`src/rtl/vga_timing_gen.sv`:
```
// vga_timing_gen: VGA raster generator with registered, mutually aligned x/y/active/hsync/vsync.
// Optional frame counter output enabled by defining VGA_FRAME_COUNT_EN.
`default_nettype none

/*============================================================================
 * Module   : vga_timing_gen
 * Brief    : Pixel/line counters plus sync, active and start-of-line/frame
 *            strobes, all registered from the next counter values.
 * Option   : VGA_FRAME_COUNT_EN adds an 8-bit wrapping frame_count output.
 * Revision : 1.0 - initial release
 *============================================================================*/
module vga_timing_gen #(
    parameter int unsigned H_ACTIVE = 640,
    parameter int unsigned H_FP     = 16,
    parameter int unsigned H_SYNC   = 96,
    parameter int unsigned H_BP     = 48,
    parameter int unsigned V_ACTIVE = 480,
    parameter int unsigned V_FP     = 10,
    parameter int unsigned V_SYNC   = 2,
    parameter int unsigned V_BP     = 33,
    parameter bit          SYNC_POL = 1'b0
) (
    input  logic       clk,
    input  logic       rst_n,
    input  logic       pix_en,
    output logic [9:0] x,
    output logic [9:0] y,
    output logic       active,
    output logic       hsync,
    output logic       vsync,
    output logic       line_start,
    output logic       frame_start
`ifdef VGA_FRAME_COUNT_EN
    ,
    output logic [7:0] frame_count
`endif
);

    localparam int unsigned H_TOTAL = H_ACTIVE + H_FP + H_SYNC + H_BP;
    localparam int unsigned V_TOTAL = V_ACTIVE + V_FP + V_SYNC + V_BP;

    // Inclusive bounds keep every constant representable in 10 bits even at a total of 1024.
    localparam logic [9:0] H_LAST     = 10'(H_TOTAL - 1);
    localparam logic [9:0] V_LAST     = 10'(V_TOTAL - 1);
    localparam logic [9:0] H_ACT_LAST = 10'(H_ACTIVE - 1);
    localparam logic [9:0] V_ACT_LAST = 10'(V_ACTIVE - 1);
    localparam logic [9:0] HS_FIRST   = 10'(H_ACTIVE + H_FP);
    localparam logic [9:0] HS_LAST    = 10'(H_ACTIVE + H_FP + H_SYNC - 1);
    localparam logic [9:0] VS_FIRST   = 10'(V_ACTIVE + V_FP);
    localparam logic [9:0] VS_LAST    = 10'(V_ACTIVE + V_FP + V_SYNC - 1);

    if (H_TOTAL > 1024 || V_TOTAL > 1024) begin : g_total_check
        $error("vga_timing_gen: H_TOTAL and V_TOTAL must not exceed 1024");
    end
    if (H_ACTIVE < 1 || V_ACTIVE < 1 || H_SYNC < 1 || V_SYNC < 1) begin : g_width_check
        $error("vga_timing_gen: active and sync widths must be at least 1");
    end

    logic [9:0] x_q, x_d;
    logic [9:0] y_q, y_d;
    logic       active_q, active_d;
    logic       hsync_q, hsync_d;
    logic       vsync_q, vsync_d;
    logic       line_start_q, line_start_d;
    logic       frame_start_q, frame_start_d;

    always_comb begin
        x_d = x_q + 10'd1;
        y_d = y_q;
        if (x_q == H_LAST) begin
            x_d = '0;
            y_d = (y_q == V_LAST) ? '0 : y_q + 10'd1;
        end
        // Flags are derived from the position being entered, so they line up with x/y.
        active_d      = (x_d <= H_ACT_LAST) && (y_d <= V_ACT_LAST);
        hsync_d       = ((x_d >= HS_FIRST) && (x_d <= HS_LAST)) ? SYNC_POL : ~SYNC_POL;
        vsync_d       = ((y_d >= VS_FIRST) && (y_d <= VS_LAST)) ? SYNC_POL : ~SYNC_POL;
        line_start_d  = (x_d == '0);
        frame_start_d = (x_d == '0) && (y_d == '0);
    end

    always_ff @(posedge clk or negedge rst_n) begin
        if (!rst_n) begin
            x_q           <= H_LAST;
            y_q           <= V_LAST;
            active_q      <= 1'b0;
            hsync_q       <= ~SYNC_POL;
            vsync_q       <= ~SYNC_POL;
            line_start_q  <= 1'b0;
            frame_start_q <= 1'b0;
        end else if (pix_en) begin
            x_q           <= x_d;
            y_q           <= y_d;
            active_q      <= active_d;
            hsync_q       <= hsync_d;
            vsync_q       <= vsync_d;
            line_start_q  <= line_start_d;
            frame_start_q <= frame_start_d;
        end else begin
            // Strobes last one clk even when pix_en is held low between pixels.
            line_start_q  <= 1'b0;
            frame_start_q <= 1'b0;
        end
    end

`ifdef VGA_FRAME_COUNT_EN
    logic [7:0] frame_count_q;

    always_ff @(posedge clk or negedge rst_n) begin
        if (!rst_n) begin
            frame_count_q <= '0;
        end else if (pix_en && frame_start_d) begin
            frame_count_q <= frame_count_q + 8'd1;
        end
    end

    assign frame_count = frame_count_q;
`endif

    assign x           = x_q;
    assign y           = y_q;
    assign active      = active_q;
    assign hsync       = hsync_q;
    assign vsync       = vsync_q;
    assign line_start  = line_start_q;
    assign frame_start = frame_start_q;

endmodule

`default_nettype wire

```
`config.mk`:
```
export PLATFORM = sky130hd
export DESIGN_NAME = vga_timing_gen
export DESIGN_NICKNAME = d
export VERILOG_FILES = /design/src/rtl/vga_timing_gen.sv
export SDC_FILE = /design/constraint.sdc
export NUM_CORES = 1
export LEC_CHECK = 0
export CAP_MARGIN = 5
export CORE_MARGIN = 8
export CORE_UTILIZATION = 54
export DETAILED_ROUTE_END_ITERATION = 8
export PLACE_DENSITY = 0.87
export SETUP_SLACK_MARGIN = 0.05
export SLEW_MARGIN = 0
export SYNTH_ARGS = -nofsm -noshare
export SYNTH_HDL_FRONTEND = slang
export SYNTH_SLANG_ARGS = --single-unit
```
`constraint.sdc`:
```
create_clock -name clk -period 2.6 [get_ports clk]
set_input_delay 0.52 -clock clk [delete_from_list [all_inputs] [get_ports clk]]
set_output_delay 0.52 -clock clk [all_outputs]
set_load 0.01 [all_outputs]
```
==> results of run 1 <==
==> through the flow <==
stage                      util  power [mW]  instance area, sq um  setup WS, ns
after floorplan               -       0.775                  1900         0.478
after global placement    0.648       0.893                  2180         0.291
after detailed placement  0.648       0.908                  2180         0.177
after CTS                 0.656        1.09                  2210         0.176
after global routing      0.659        1.15                  2220        0.0590
final                     0.659        1.08                  2220         0.156
==> cell families after synthesis <==
| kind of cell | count (synthesis) | share of synthesized area |
|---|---|---|
| simple gates | 95 | 0.270 |
| mux | 2 | 0.0112 |
| fa+ha+maj | 5 | 0.0330 |
| xor+xnor | 15 | 0.0693 |
| compound gates | 60 | 0.209 |
| buf+inv | 30 | 0.0700 |
| flops | 25 | 0.338 |
==> power groups by stage <==
stage               clock network (mW)  logic (mW)  registers, mW
finish                           0.182       0.342          0.559
CTS                              0.184       0.346          0.558
detailed placement                   0       0.344          0.564
global placement                     0       0.333          0.560
floorplan                            0       0.255          0.519
global route                     0.199       0.378          0.571
==> per-layer routing <==
| metal | wire, um | share of wire | vias to the layer above | track usage |
|---|---|---|---|---|
| met4 | 94 | 0.020 | 0 | 0.0704 |
| met2 | 2110 | 0.45 | 108 | 0.271 |
| met1 | 2100 | 0.44 | 865 | 0.247 |
| met3 | 430 | 0.091 | 9 | 0.0253 |
| li1 | - | - | 883 | - |
| met5 | 0 | 0 | - | 0 |
==> cells in the final DEF (no fill, tap or decap), drive strengths merged, types with 3 or more instances in the layout <==
| cell type | instances |
|---|---|
| xnor2 | 11 |
| nand3 | 16 |
| ha | 5 |
| dfstp | 12 |
| and3 | 8 |
| o211ai | 5 |
| nand2 | 22 |
| buf | 9 |
| nor3 | 6 |
| and2 | 3 |
| o21ai | 15 |
| nand4 | 5 |
| a31oi | 9 |
| a21oi | 10 |
| xor2 | 4 |
| inv | 5 |
| clkbuf | 4 |
| clkdlybuf4s50 | 27 |
| nor2 | 20 |
| o41ai | 3 |
| and4 | 3 |
| dfrtp | 13 |
==> critical path, stage by stage, from the launching register on <==
cell,delay (ns)
dfstp_2,0.62
ha_1,0.26
and4_4,0.34
nand4_2,0.24
a2111oi_1,0.39
o22ai_1,0.18
o32a_1,0.36
==> area by class of cell <==
class | instances | area share
multi-input combinational | 177 | 0.510
sequential | 25 | 0.289
timing repair buffer | 36 | 0.152
tap | 46 | 0.0260
clock buffer | 4 | 0.0119
inverter | 6 | 0.0102
==> worst paths after layout <==
check                      startpoint  endpoint
max in group asynchronous       rst_n      y[9]
max                              x[1]     vsync
min reg2reg                     hsync     hsync
min in group clk                hsync     hsync
min                             rst_n      x[6]
max reg2reg                      x[1]     vsync
==> synth_stat cells (4+ instances only) <==
cell type	instances	share of area
clkbuf_1	10	0.020
ha_1	5	0.033
xnor2_1	11	0.051
nor2_1	19	0.038
nor3_1	5	0.013
a21oi_1	10	0.026
o211ai_1	5	0.020
dfstp_2	12	0.17
inv_1	5	0.0099
dfrtp_1	13	0.17
nand3_1	16	0.042
xor2_1	4	0.018
o21ai_0	15	0.040
buf_2	9	0.024
nand4_1	4	0.013
and3_1	8	0.026
nand2_1	22	0.044
a31oi_1	9	0.030
==> sequential cells by signal (all words and copies together), names as in the netlist <==
name / flops
active: 1
hsync: 1
y: 10
frame_start: 1
line_start: 1
vsync: 1
x: 10
==> impl_metrics.csv, run 1 <==
group,metric,value,unit
timing,min_period,2.44,ns
cts,cts_tree,"done",
synth,ys_warn_count,0,
global_route,grt_usage,0.179,
power_and_ir_drop,combinationalPowerShare,0.316,
die,pin_count,28,
power_and_ir_drop,p_sw_frac,0.353,
timing,fmax,0.409,GHz
power_and_ir_drop,power.leakage,0.821,nW
cts,clkTransAtPathRegs,0.14,ns
synth,synthCells,232,
global_route,grt_max_degree,26,
critical_path,crit_fanout,13,
die,rows,21,
power_and_ir_drop,power.switching,0.383,mW
power_and_ir_drop,p_seq_frac,0.516,
global_route,grt_pass1_wl,7920,um
synth,synth_edf_count,0,
global_route,grt_pass1_vias,1670,
die,die_w,75.2,um
synth,syn_area,1900,sq um
power_and_ir_drop,p_per_area,489,nW/um^2
die,core,3360,sq um
critical_path,start_kind,"flop",
power_and_ir_drop,p_int,0.700,mW
layout,ff_latch_area,641,sq um
detailed_routing,drc,0,
cts,cts_buffers,3,
run_status,outcome,"completed",
detailed_routing,dr_total_vias,1865,
timing,tns,0,ns
detailed_routing,drtAntennaViolNets,0,
die,die-area,5660,sq um
detailed_routing,via_per_inst,6.34,
timing,worst_slew_pin_slew,0.446,ns
hold_path,hold_class,"in -> async",
synth,ys_ff_latch,25,
global_route,antenna_found_initial,0,
layout,multi_input_area,1130,sq um
run,maxCapViolations,0,
die,die_h,75.2,um
synth,ys_seq_area_frac,0.338,
layout,layoutNonFillerInstCount,294,
timing,fin_worst_skew,0.00128,ns
detailed_routing,dr.pass1.iters,5,
timing,holdWs,0.529,ns
synth,ys.flop_type,"dfrtp_1",
layout,fill_cells,296,
power_and_ir_drop,clockPowerShare,0.168,
power_and_ir_drop,vdd_drop_max,0.000396,V
layout,area_delta_synth_final,16.9,%
cts,cts_root_buf,"clkbuf_4",
detailed_routing,wire_per_inst,16.1,um
critical_path,arrival,2.72,ns
critical_path,r2r_setup_slack,0.16,ns
global_route,grt_overflow,0,
timing,maxSlewViolCount,0,
timing,final.period_utilization,0.940,
timing,finalSetupViolations,0,
placed_design,port_buffers,27,
critical_path,path_class,"reg -> reg",
placed_design,placed_cells,290,
timing,slew_headroom,0.702,
synth,synthesis.nets,240,
layout,layout-drive-gt1-share,0.129,
synth,synth_cell_types,52,
cts,insertion_delay,0.33,ns
cts,post_cts_buffers,0,
placed_design,hpwl,3440,um
timing,hold_violations,0,
critical_path,reg2regPathDepth,6,
detailed_routing,finalWirelength,4740,um
synth,syn-mean-instance-area,8.17,sq um
layout,final_nets,257,
critical_path,endpoint_kind,"flop",
cts,cts_resized,0,
timing,rsz0062_at_grt,"no",
cts,cts_hold_buf,0,
die,start_util,0.564,
cts,cts_buffer_depth,2,
detailed_routing,drt-initial-drc-count,188,
cts,cts_num_sinks,25,
layout,diodes,0,
cts,htreeDepth,1,
placed_design,place_congestion,0.938,
synth,async_reset_ff_frac,1.00,
critical_path,worstPathRequired,2.87,ns
Power figures use the tool's default switching activity.
==> run 2, diff against run 1 <==
- SLEW_MARGIN: 0 -> 20
==> results of run 2 <==
The final DEF is identical to that of run 1; final timing and power are the same.
